## src/rtl/bresenham_raycast.sv

```systemverilog
// Grid ray caster: walks (x0,y0)->(x1,y1) with all-octant Bresenham stepping, reading one map cell
// per step and stopping at the first cell whose occupancy reaches OCC_THRESHOLD, or at the endpoint.
module bresenham_raycast #(
   parameter int X_WIDTH       = 8,
   parameter int Y_WIDTH       = 8,
   parameter int CELL_WIDTH    = 8,
   parameter int OCC_THRESHOLD = 128,
   localparam int S_WIDTH      = (X_WIDTH > Y_WIDTH) ? X_WIDTH : Y_WIDTH
) (
   input  logic                       clock,
   input  logic                       reset,
   input  logic                       start,
   input  logic [X_WIDTH-1:0]         x0,
   input  logic [Y_WIDTH-1:0]         y0,
   input  logic [X_WIDTH-1:0]         x1,
   input  logic [Y_WIDTH-1:0]         y1,
   output logic                       ram_re,
   output logic [X_WIDTH+Y_WIDTH-1:0] ram_addr,
   input  logic [CELL_WIDTH-1:0]      ram_rdata,
   output logic                       busy,
   output logic                       done,
   output logic                       hit,
   output logic [X_WIDTH-1:0]         hit_x,
   output logic [Y_WIDTH-1:0]         hit_y,
   output logic [S_WIDTH-1:0]         steps
);
   localparam int W = S_WIDTH + 2;
   localparam logic [CELL_WIDTH:0] OCC_LIM = (CELL_WIDTH+1)'(OCC_THRESHOLD);

   typedef enum logic [2:0] {IDLE, SETUP, ISSUE, CHECK, DONE} state_t;

   state_t                       state_q, state_d;
   logic [X_WIDTH-1:0]           x0_q, x0_d, x1_q, x1_d, x_q, x_d, hit_x_q, hit_x_d;
   logic [Y_WIDTH-1:0]           y0_q, y0_d, y1_q, y1_d, y_q, y_d, hit_y_q, hit_y_d;
   logic signed [W-1:0]          dx_q, dx_d, dy_q, dy_d, err_q, err_d;
   logic                         sx_neg_q, sx_neg_d, sy_neg_q, sy_neg_d;
   logic [S_WIDTH-1:0]           cnt_q, cnt_d, steps_q, steps_d;
   logic                         busy_q, busy_d, done_q, done_d, hit_q, hit_d;
   logic                         ram_re_q, ram_re_d;
   logic [X_WIDTH+Y_WIDTH-1:0]   ram_addr_q, ram_addr_d;

   logic [W-1:0]                 adx, ady;
   logic signed [W:0]            e2, dx_ext, dy_ext;
   logic signed [W-1:0]          err_n;

   always_comb begin
      state_d    = state_q;
      x0_d       = x0_q;
      y0_d       = y0_q;
      x1_d       = x1_q;
      y1_d       = y1_q;
      x_d        = x_q;
      y_d        = y_q;
      dx_d       = dx_q;
      dy_d       = dy_q;
      err_d      = err_q;
      sx_neg_d   = sx_neg_q;
      sy_neg_d   = sy_neg_q;
      cnt_d      = cnt_q;
      hit_d      = hit_q;
      hit_x_d    = hit_x_q;
      hit_y_d    = hit_y_q;
      steps_d    = steps_q;
      ram_addr_d = ram_addr_q;
      adx        = (x1_q >= x0_q) ? W'(x1_q - x0_q) : W'(x0_q - x1_q);
      ady        = (y1_q >= y0_q) ? W'(y1_q - y0_q) : W'(y0_q - y1_q);
      // 2*err needs one bit more than err; dx/dy are sign-extended to match
      e2         = {err_q, 1'b0};
      dx_ext     = {dx_q[W-1], dx_q};
      dy_ext     = {dy_q[W-1], dy_q};
      err_n      = err_q;

      case (state_q)
         IDLE: begin
            if (start) begin
               x0_d    = x0;
               y0_d    = y0;
               x1_d    = x1;
               y1_d    = y1;
               state_d = SETUP;
            end
         end
         SETUP: begin
            dx_d     = $signed(adx);
            dy_d     = -$signed(ady);
            err_d    = $signed(adx) - $signed(ady);
            sx_neg_d = (x1_q < x0_q);
            sy_neg_d = (y1_q < y0_q);
            x_d      = x0_q;
            y_d      = y0_q;
            cnt_d    = '0;
            hit_d    = 1'b0;
            state_d  = ISSUE;
         end
         ISSUE: state_d = CHECK;
         CHECK: begin
            if ({1'b0, ram_rdata} >= OCC_LIM) begin
               hit_d   = 1'b1;
               hit_x_d = x_q;
               hit_y_d = y_q;
               steps_d = cnt_q;
               state_d = DONE;
            end else if (x_q == x1_q && y_q == y1_q) begin
               hit_d   = 1'b0;
               hit_x_d = x1_q;
               hit_y_d = y1_q;
               steps_d = cnt_q;
               state_d = DONE;
            end else begin
               // both updates may fire in the same step, giving a diagonal move
               if (e2 >= dy_ext) begin
                  err_n = err_n + dy_q;
                  x_d   = sx_neg_q ? x_q - X_WIDTH'(1) : x_q + X_WIDTH'(1);
               end
               if (e2 <= dx_ext) begin
                  err_n = err_n + dx_q;
                  y_d   = sy_neg_q ? y_q - Y_WIDTH'(1) : y_q + Y_WIDTH'(1);
               end
               err_d   = err_n;
               cnt_d   = cnt_q + S_WIDTH'(1);
               state_d = ISSUE;
            end
         end
         DONE:    state_d = IDLE;
         default: state_d = IDLE;
      endcase

      busy_d   = (state_d != IDLE);
      done_d   = (state_d == DONE);
      ram_re_d = (state_d == ISSUE);
      if (state_d == ISSUE) ram_addr_d = {y_d, x_d};
   end

   always_ff @(posedge clock) begin
      if (reset) begin
         state_q    <= IDLE;
         x0_q       <= '0;
         y0_q       <= '0;
         x1_q       <= '0;
         y1_q       <= '0;
         x_q        <= '0;
         y_q        <= '0;
         dx_q       <= '0;
         dy_q       <= '0;
         err_q      <= '0;
         sx_neg_q   <= 1'b0;
         sy_neg_q   <= 1'b0;
         cnt_q      <= '0;
         hit_q      <= 1'b0;
         hit_x_q    <= '0;
         hit_y_q    <= '0;
         steps_q    <= '0;
         busy_q     <= 1'b0;
         done_q     <= 1'b0;
         ram_re_q   <= 1'b0;
         ram_addr_q <= '0;
      end else begin
         state_q    <= state_d;
         x0_q       <= x0_d;
         y0_q       <= y0_d;
         x1_q       <= x1_d;
         y1_q       <= y1_d;
         x_q        <= x_d;
         y_q        <= y_d;
         dx_q       <= dx_d;
         dy_q       <= dy_d;
         err_q      <= err_d;
         sx_neg_q   <= sx_neg_d;
         sy_neg_q   <= sy_neg_d;
         cnt_q      <= cnt_d;
         hit_q      <= hit_d;
         hit_x_q    <= hit_x_d;
         hit_y_q    <= hit_y_d;
         steps_q    <= steps_d;
         busy_q     <= busy_d;
         done_q     <= done_d;
         ram_re_q   <= ram_re_d;
         ram_addr_q <= ram_addr_d;
      end
   end

   assign busy     = busy_q;
   assign done     = done_q;
   assign hit      = hit_q;
   assign hit_x    = hit_x_q;
   assign hit_y    = hit_y_q;
   assign steps    = steps_q;
   assign ram_re   = ram_re_q;
   assign ram_addr = ram_addr_q;
endmodule

```

## config.mk

```make
export PLATFORM = sky130hd
export DESIGN_NAME = bresenham_raycast
export DESIGN_NICKNAME = d
export VERILOG_FILES = /design/src/rtl/bresenham_raycast.sv
export SDC_FILE = /design/constraint.sdc
export NUM_CORES = 1
export LEC_CHECK = 0
export BUFFER_PORTS_ARGS = -buffer_cell sky130_fd_sc_hd__buf_2
export CORE_MARGIN = 2
export CORE_UTILIZATION = 40
export CTS_CLUSTER_DIAMETER = 200
export CTS_CLUSTER_SIZE = 24
export DETAILED_ROUTE_END_ITERATION = 8
export REMOVE_ABC_BUFFERS = 1
export SETUP_SLACK_MARGIN = 0.4
export SLEW_MARGIN = 20
export SYNTH_ARGS = -nofsm -noshare
export SYNTH_HDL_FRONTEND = slang
export SYNTH_SLANG_ARGS = --single-unit
```

## constraint.sdc

```tcl
create_clock -name clock -period 6 [get_ports clock]
set_clock_uncertainty 0.1 [all_clocks]
set_input_delay 1.2 -clock clock [delete_from_list [all_inputs] [get_ports clock]]
set_output_delay 1.2 -clock clock [all_outputs]
set_load 0.01 [all_outputs]
```

Word-level counts from Yosys, hierarchy flattened
Index checks and enable logic that the tools add are counted.
{"block": "totals", "register_bits": 135, "output_inout_bits": 44, "word_cells": 96}
{"block": "op_classes", "n_addsub": 13, "order_cmp": 7, "n_eq_ne": 10, "n_mux": 36, "n_reduce_logical": 9}
{"cell": "$mux W8", "count": 16}
{"cell": "$mux W10", "count": 9}
{"cell": "$pmux W8 S2", "count": 3}
{"cell": "$sub A8 B8 Y9", "count": 4}
{"cell": "$add A8 B1 Y8 const B", "count": 3}
{"cell": "$add A10 B10 Y10", "count": 2}
{"cell": "$pmux W10 S2", "count": 1}
{"cell": "$eq A8 B8 Y1", "count": 2}
{"cell": "$ge A8 B8 Y1", "count": 2}
{"cell": "$lt A8 B8 Y1", "count": 2}
{"cell": "$sub A8 B1 Y8 const B", "count": 2}
{"cell": "$pmux W3 S4", "count": 1}
{"cell": "$ge A11 B10 Y1", "count": 1}
{"cell": "$le A11 B10 Y1", "count": 1}
{"cell": "$neg A10 Y10", "count": 1}
{"cell": "$sub A10 B10 Y10", "count": 1}
{"cell": "$eq A3 B2 Y1 const B", "count": 3}
{"cell": "$mux W3", "count": 3}
{"cell": "$ge A8 B8 Y1 const B", "count": 1}
{"cell": "$reduce_and A2 Y1", "count": 3}
{"cell": "$ne A2 B2 Y1 const B", "count": 2}
{"cell": "$reduce_bool A2 Y1", "count": 2}
{"cell": "$eq A3 B1 Y1 const B", "count": 1}
{"cell": "$eq A3 B3 Y1 const B", "count": 1}
{"cell": "other kinds (7)", "count": 8}

Longest topological paths before layout
Gate-level depths: netlist (run 1).
{"block": "logic_depth", "ltp_word": 10, "depth_mapped": 19, "ltp_nobuf": 19}

Least setup slack after synthesis (run 1)
OpenSTA, ideal clock, no wires.
{"block": "synth_path", "path_type": "reg-to-reg", "startpoint": "register dy_q[9]", "endpoint": "register err_q[8]", "t_arrival_ns": 3.627, "setup_slack_ns": 2.188, "stages_incl_launch_ff": 20, "period_less_slack_ns": 3.812, "path_cell_list": "dfxtp_1 -> inv_1 -> ha_1 -> nor2b_1 -> nor4b_1 -> a221oi_1 -> o21ai_2 -> clkbuf_1 -> nor2_1 -> a21oi_1 -> inv_1 -> fa_1 -> nor2b_1 -> o21ai_0 -> a21oi_1 -> a211oi_1 -> nor3_1 -> xor2_1 -> mux2i_1 -> a211oi_1"}
{"block": "synth_via", "elab_chain_cells": 10}
{"item": "start: declaration", "line": "35", "rtl": "logic signed [W-1:0] dx_q, dx_d, dy_q, dy_d, err_q, err_d;"}
{"item": "start signal: assignment", "line": "166", "rtl": "dy_q <= dy_d;"}
{"item": "$ge A11 B10 Y1 *", "line": "111", "rtl": "if (e2 >= dy_ext) begin"}
{"item": "$mux W10 *", "line": "111"}
{"item": "$mux W10 *", "line": "103", "rtl": "end else if (x_q == x1_q && y_q == y1_q) begin"}
{"item": "$mux W10 *", "line": "97", "rtl": "if ({1'b0, ram_rdata} >= OCC_LIM) begin"}
{"item": "$mux W10 *", "line": "73", "rtl": "case (state_q)"}
{"item": "$add A10 B10 Y10", "line": "116", "rtl": "err_n = err_n + dx_q;"}
{"item": "$mux W10 *", "line": "115", "rtl": "if (e2 <= dx_ext) begin"}
{"item": "$mux W10 *", "line": "103"}
{"item": "$mux W10 *", "line": "97"}
{"item": "$pmux W10 S2 *", "line": "73"}
{"item": "end signal: assignment", "line": "167", "rtl": "err_q <= err_d;"}
{"item": "end: declaration", "line": "35"}
Every way passes the cells marked *; elsewhere a longest branch is shown, timed or not. The select of a mux whose other input is x is not followed.
A chain may end at the register's enable or synchronous reset.

Worst setup path after layout (run 1)
Same ends and word-level chain as after synthesis.

==> results.json, run 1 <==
{
  "vias_per_cell": 5.47,
  "cpMaxStageDelayCell": "sky130_fd_sc_hd__o21ai_2",
  "cts_tree": "built",
  "placementRows": 56,
  "grt_setup_unrepaired": "false",
  "cts.sink_count": 134,
  "cts.root.buffer_cell": "sky130_fd_sc_hd__clkbuf_16",
  "coreArea_sq_mm": 0.0233,
  "antenna_cells_inserted": 0,
  "clk_path_buf_depth": 2,
  "worst_ep_required_time_ns": 6.25,
  "synth_async_sr_flop_share": 0,
  "syn_area_sq_mm": 0.00944,
  "cp.buffers_inverters": 3,
  "placement.io_buffers": 79,
  "synth_enable_flop_cells": 0,
  "cellLeakagePower_nw": 4.58,
  "worstSetupStartpointType": "flip-flop",
  "critical_path_arrival_ns": 4.75,
  "period_minus_slack_ns": 4.50,
  "pin_count": 87,
  "routed_wirelength_um": 26500,
  "grt_use_total": 0.218,
  "layout_worst_path_cycle_share": 0.750,
  "floorplan.die_area_sq_mm": 0.0248,
  "overflow": 0,
  "layout-drive-gt1-share": 0.124,
  "final_net_count": 1377,
  "remaining_drc_errors": 0,
  "outcome": "completed",
  "worstMarginPinSlew_ns": 1.08,
  "grt_start_max_net_pins": 55,
  "grt_antenna_before_repair": 0,
  "cts_repair_resize_count": 0,
  "critical_path.cell_chain": "inv_1 > ha_1 > nor2b_1 > nor4b_1 > a221oi_1 > o21ai_2 > mux2i_1 > inv_1 > ha_1 > inv_1 > fa_1 > nor2b_1 > o21ai_0 > a21oi_1 > a211oi_1 > nor3_1 > xor2_1 > mux2i_1 > a211oi_1",
  "max_stage_delay_ns": 0.68,
  "hold_viol": 0,
  "maxCapViolCount": 0,
  "post_cts.repair.setup_buffers": 0,
  "cpMostUsedCell": "sky130_fd_sc_hd__inv_1",
  "cts_htree_levels": 4,
  "height_of_the_chip_um": 158,
  "drt_pass1_iterations": 5,
  "timing_max_transition_violations_final": 0,
  "final_core_util": 0.459,
  "worst_setup_path_end_kind": "flip-flop",
  "finalWeightedCongestion": 0.923,
  "dieWidth_um": 158,
  "setup_total_negative_slack_ns": 0,
  "synth_top_flop_cell": "sky130_fd_sc_hd__dfxtp_1",
  "synth.yosys.warnings": 0,
  "maxSlewHeadroom": 0.276,
  "ys_seq_elements": 134,
  "power_density_over_the_cells_mw_per_mm2": 397,
  "ant_nets": 0,
  "irDropWorstVdd_uv": 216,
  "clk-insertion-delay-late_ns": 0.43,
  "path_class": "reg2reg",
  "synthesis.instances": 1177,
  "grt_first_pass_wirelength_um": 42100,
  "synth.avg_cell_area_sq_um": 8.02,
  "dp_slack_ns": 1.56,
  "seq_area_frac_synth": 0.284,
  "clkSlewWorstSetupHoldPaths_ns": 0.07,
  "dp_hpwl_um": 19300,
  "start_util": 0.404,
  "yosysUniqueCellTypes": 79,
  "first_global_vias": 7965,
  "finalSetupViolCount": 0,
  "avgRoutedWirePerCell_um": 17.0,
  "drc_marker_count_from_the_first_detailed_route_iteration": 648,
  "critical-path-top-delay-family": "compound AO/OA/AOI/OAI gates",
  "tritoncts_buffers": 17,
  "hold_path.class": "reg2reg",
  "synthToLayoutAreaGrowth_pct": 13.6,
  "postLayoutSetupSlackWorst_ns": 1.50,
  "timing.critical_path.fanout_max": 18,
  "clock.fmax_mhz": 222,
  "hold_buffers": 0,
  "vias_after_detailed_routing": 8558
}
-- worst paths after layout --
path          startpoint           to  slack, ns  cells after the start
min          ram_addr[2]  ram_addr[2]       0.36                      2
min reg2reg  ram_addr[2]  ram_addr[2]       0.36                      2
max              dy_q[9]     err_q[8]       1.50                     19
max reg2reg      dy_q[9]     err_q[8]       1.50                     19
-- layout by cell type, fill, tap and decap left out, types with 31 or more instances in the layout --
cell                       netlist  routed
sky130_fd_sc_hd__buf_2           4      78
sky130_fd_sc_hd__o21ai_0        42      42
sky130_fd_sc_hd__a211oi_1       32      32
sky130_fd_sc_hd__nand2_1       132     132
sky130_fd_sc_hd__nor2_1         91      88
sky130_fd_sc_hd__a21oi_1       114     114
sky130_fd_sc_hd__inv_1          84      84
sky130_fd_sc_hd__xor2_1         34      34
sky130_fd_sc_hd__mux2i_1        34      34
sky130_fd_sc_hd__dfxtp_1       134     134
sky130_fd_sc_hd__ha_1           93      93
sky130_fd_sc_hd__xnor2_1        31      31
-- logic make-up (layout without fill, tap and decap cells) --
logic type / Yosys count / in the layout / share of synthesized area
buffers and inverters: 138 / 206 / 0.0594
XOR/XNOR: 66 / 66 / 0.0621
flip-flops: 134 / 134 / 0.284
adder cells (fa/ha/maj): 102 / 102 / 0.142
AO/OA/AOI/OAI: 328 / 328 / 0.223
AND/OR/NAND/NOR: 372 / 372 / 0.189
multiplexers: 37 / 37 / 0.0396
-- area by class of cell --
type	count	area [sq um]
inverter	84	315
sequential	134	2680
multi-input combinational	905	6210
clock inverter	15	203
clock buffer	17	425
timing repair buffer	90	480
tap	319	399
fill	2357	12600
-- Yosys cell counts, types with 6 or more instances --
master	count	area share
sky130_fd_sc_hd__nand2b_1	13	0.0086
sky130_fd_sc_hd__ha_1	93	0.12
sky130_fd_sc_hd__xor2_1	34	0.032
sky130_fd_sc_hd__nor2_1	91	0.036
sky130_fd_sc_hd__nor2b_1	18	0.012
sky130_fd_sc_hd__o21ai_0	42	0.022
sky130_fd_sc_hd__and3_1	9	0.0060
sky130_fd_sc_hd__nand3_1	25	0.013
sky130_fd_sc_hd__nand4_1	6	0.0040
sky130_fd_sc_hd__o21bai_1	6	0.0048
sky130_fd_sc_hd__nor3_1	25	0.013
sky130_fd_sc_hd__a211oi_1	32	0.025
sky130_fd_sc_hd__a21o_1	19	0.015
sky130_fd_sc_hd__dfxtp_1	134	0.28
sky130_fd_sc_hd__nor4_1	8	0.0053
sky130_fd_sc_hd__and2_1	7	0.0046
sky130_fd_sc_hd__xnor2_1	31	0.029
sky130_fd_sc_hd__nand2_1	132	0.053
sky130_fd_sc_hd__mux2i_1	34	0.036
sky130_fd_sc_hd__a31oi_1	7	0.0046
sky130_fd_sc_hd__o22ai_1	12	0.0080
sky130_fd_sc_hd__inv_1	84	0.033
sky130_fd_sc_hd__o21ai_1	18	0.0095
sky130_fd_sc_hd__clkbuf_1	40	0.016
sky130_fd_sc_hd__o211ai_1	12	0.0095
sky130_fd_sc_hd__or3_1	8	0.0053
sky130_fd_sc_hd__a21oi_1	114	0.060
sky130_fd_sc_hd__fa_1	9	0.019
-- per-layer routing --
layer / GRT usage / vias to the layer above / share of wire
met5: 0 / - / 0
met1: 0.306 / 4043 / 0.49
met2: 0.343 / 205 / 0.45
met4: 0.0723 / 0 / 0.023
li1: - / 4275 / -
met3: 0.0315 / 35 / 0.044
-- flip-flops by register name (all words and copies together) (netlist names), 3 cells and up --
name / count
cnt_q: 8
dx_q: 9
dy_q: 10
err_q: 10
hit_x: 8
hit_y: 8
ram_addr: 16
state_q: 3
steps: 8
x0_q: 8
x1_q: 8
x_q: 8
y0_q: 8
y1_q: 8
y_q: 8
-- power breakdown --
part / switching (mW) / leakage [nW] / internal (mW)
clock network: 0.495 / 0.306 / 0.641
registers: 0.101 / 1.09 / 0.962
logic: 1.23 / 3.18 / 0.821
-- worst min-delay path, cell delays in order (launching register included) --
cell and delay, ns:
sky130_fd_sc_hd__dfxtp_1 0.31, sky130_fd_sc_hd__nand2_1 0.05, sky130_fd_sc_hd__a21oi_1 0.05
-- per-stage QoR --
step | cell area (sq um) | cells | power [mW] | hold slack (ns)
global placement | 10100 | 1532 | 3.07 | 0.340
detailed placement | 10100 | 1532 | 3.11 | 0.347
finish | 10700 | 1564 | 4.25 | 0.359
global route | 10700 | 1564 | 4.56 | 0.386
CTS | 10700 | 1564 | 4.25 | 0.357
floorplan | 9190 | 1123 | 2.59 | 0.343
Note: power is estimated with default switching activity, not from simulation.
==> run 2, diff against run 1 <==
clock period = 4.61 ns   (was 6 ns; I/O delays follow)
==> results.json, run 2 (synthesized netlist as in run 1, its figures left out) <==
{
  "outcome": "completed",
  "cts.root.buffer_cell": "sky130_fd_sc_hd__clkbuf_16",
  "layout-drive-gt1-share": 0.139,
  "worstSetupStartpointType": "flip-flop",
  "mostFrequentLayoutCells": "sky130_fd_sc_hd__nand2_1 (132), sky130_fd_sc_hd__dfxtp_1 (131), sky130_fd_sc_hd__a21oi_1 (114), sky130_fd_sc_hd__ha_1 (92), sky130_fd_sc_hd__nor2_1 (88)",
  "mostFrequentLayoutCell": "sky130_fd_sc_hd__nand2_1",
  "irDropWorstVdd_uv": 318,
  "height_of_the_chip_um": 158,
  "remaining_drc_errors": 0,
  "grt_start_max_net_pins": 61,
  "clk_path_buf_depth": 2,
  "layout_worst_path_cycle_share": 0.880,
  "postLayoutSetupSlackWorst_ns": 0.552,
  "overflow": 0,
  "timing.critical_path.fanout_max": 8,
  "dp_hpwl_um": 19600,
  "grt_first_pass_wirelength_um": 42600,
  "critical_path_arrival_ns": 4.30,
  "cts_htree_levels": 4,
  "hold_buffers": 0,
  "clkSlewWorstSetupHoldPaths_ns": 0.07,
  "routed_wirelength_um": 26900,
  "tritoncts_buffers": 17,
  "worstMarginPinSlew_ns": 0.955,
  "cts.sink_count": 134,
  "finalSetupViolCount": 0,
  "maxCapViolCount": 0,
  "setup_total_negative_slack_ns": 0,
  "power_density_over_the_cells_mw_per_mm2": 517,
  "largest_register_ff_count": 16,
  "placementRows": 56,
  "coreArea_sq_mm": 0.0233,
  "dieWidth_um": 158,
  "period_minus_slack_ns": 4.06,
  "timing_max_transition_violations_final": 0,
  "grt_setup_unrepaired": "false",
  "path_class": "reg2reg",
  "antenna_cells_inserted": 0,
  "drc_marker_count_from_the_first_detailed_route_iteration": 671,
  "whs_ns": 0.361,
  "first_global_vias": 7990,
  "pin_count": 87,
  "final_net_count": 1388,
  "drt_pass1_iterations": 5,
  "cellLeakagePower_nw": 4.63,
  "grt_use_total": 0.222,
  "hold_path.class": "reg2reg",
  "maxSlewHeadroom": 0.362,
  "clk-insertion-delay-late_ns": 0.43,
  "placement.io_buffers": 79,
  "ant_nets": 0,
  "worst_ep_required_time_ns": 4.86,
  "finalWeightedCongestion": 0.918,
  "grt_antenna_before_repair": 0,
  "vias_per_cell": 5.40,
  "avgRoutedWirePerCell_um": 17.1,
  "clock.fmax_mhz": 246,
  "hold_viol": 0,
  "floorplan.die_area_sq_mm": 0.0248,
  "synthToLayoutAreaGrowth_pct": 14.8,
  "worst_setup_path_end_kind": "flip-flop",
  "start_util": 0.404,
  "vias_after_detailed_routing": 8508,
  "cts_tree": "built",
  "dp_slack_ns": 0.315
}
run 2: cell types whose count changed in the layout (fill, tap and decap cells not counted), moves of 2 or more:
| cell | change |
|---|---|
| sky130_fd_sc_hd__dfxtp_2 | +3 |
| sky130_fd_sc_hd__o21ai_0 | -3 |
| sky130_fd_sc_hd__clkinvlp_4 | +2 |
| sky130_fd_sc_hd__nor2b_1 | -2 |
| sky130_fd_sc_hd__nor2b_2 | +2 |
| sky130_fd_sc_hd__dfxtp_1 | -3 |
| sky130_fd_sc_hd__o21ai_1 | +3 |
| sky130_fd_sc_hd__buf_4 | +10 |
run 2: final timing paths:
kind	startpoint	endpoint	cells after the start	slack (ns)
setup / recovery	x0_q[5]	err_q[8]	17	0.55
hold / removal	ram_addr[2]	ram_addr[2]	2	0.36
setup reg to reg	x0_q[5]	err_q[8]	17	0.55
hold reg to reg	ram_addr[2]	ram_addr[2]	2	0.36
run 2: through the flow:
stage	std cells	power [mW]	utilization	cell area [sq um]
5_1_grt	1575	5.98	0.464	10800
6_report	1575	5.60	0.464	10800
4_1_cts	1573	5.55	0.462	10800
2_1_floorplan	1123	3.37	-	9190
3_3_place_gp	1541	4.08	0.436	10200
3_5_place_dp	1541	4.12	0.436	10200
run 2: metal layers:
| layer | vias to the layer above | wire length [um] | global-route usage |
|---|---|---|---|
| met3 | 42 | 1220 | 0.0372 |
| met2 | 211 | 12200 | 0.356 |
| met4 | 0 | 747 | 0.0840 |
| met1 | 3944 | 12700 | 0.298 |
| met5 | - | 0 | 0 |
| li1 | 4311 | - | - |
run 2: layout make-up:
| type | instances | area, sq um |
|---|---|---|
| flip-flops and latches | 134 | 2690 |
| clock buffers | 17 | 425 |
| clock inverters | 15 | 179 |
| well taps | 319 | 399 |
| multi-input cells | 905 | 6250 |
| fillers | 2338 | 12500 |
| inverters | 84 | 315 |
| repair buffers | 101 | 576 |
run 2: critical path: stages (launching register included):
cell and delay (ns):
sky130_fd_sc_hd__dfxtp_1 0.36, sky130_fd_sc_hd__inv_1 0.10, sky130_fd_sc_hd__ha_1 0.48, sky130_fd_sc_hd__nand4_1 0.17
sky130_fd_sc_hd__a21oi_1 0.30, sky130_fd_sc_hd__o31a_1 0.26, sky130_fd_sc_hd__nor2_4 0.07, sky130_fd_sc_hd__buf_4 0.16
sky130_fd_sc_hd__mux2i_1 0.14, sky130_fd_sc_hd__a311oi_2 0.30, sky130_fd_sc_hd__and3b_1 0.23, sky130_fd_sc_hd__ha_1 0.32
sky130_fd_sc_hd__or2_2 0.30, sky130_fd_sc_hd__a21oi_1 0.15, sky130_fd_sc_hd__a21oi_1 0.07, sky130_fd_sc_hd__xor2_1 0.14
sky130_fd_sc_hd__o22ai_1 0.09, sky130_fd_sc_hd__a211oi_1 0.23
run 2: timing repair:
item / in CTS / in global routing
resized for setup: 1 / 14
buffers inserted: 0 / 2
pin swaps: 0 / 3
endpoints found under the setup margin: 3 / 7
run 2: where the power goes:
| part | internal, mW | total (mW) | switching, mW |
|---|---|---|---|
| Clock | 0.778 | 1.41 | 0.632 |
| Sequential | 1.25 | 1.39 | 0.136 |
| Combinational | 1.15 | 2.81 | 1.65 |
| Total | 3.18 | 5.60 | 2.42 |
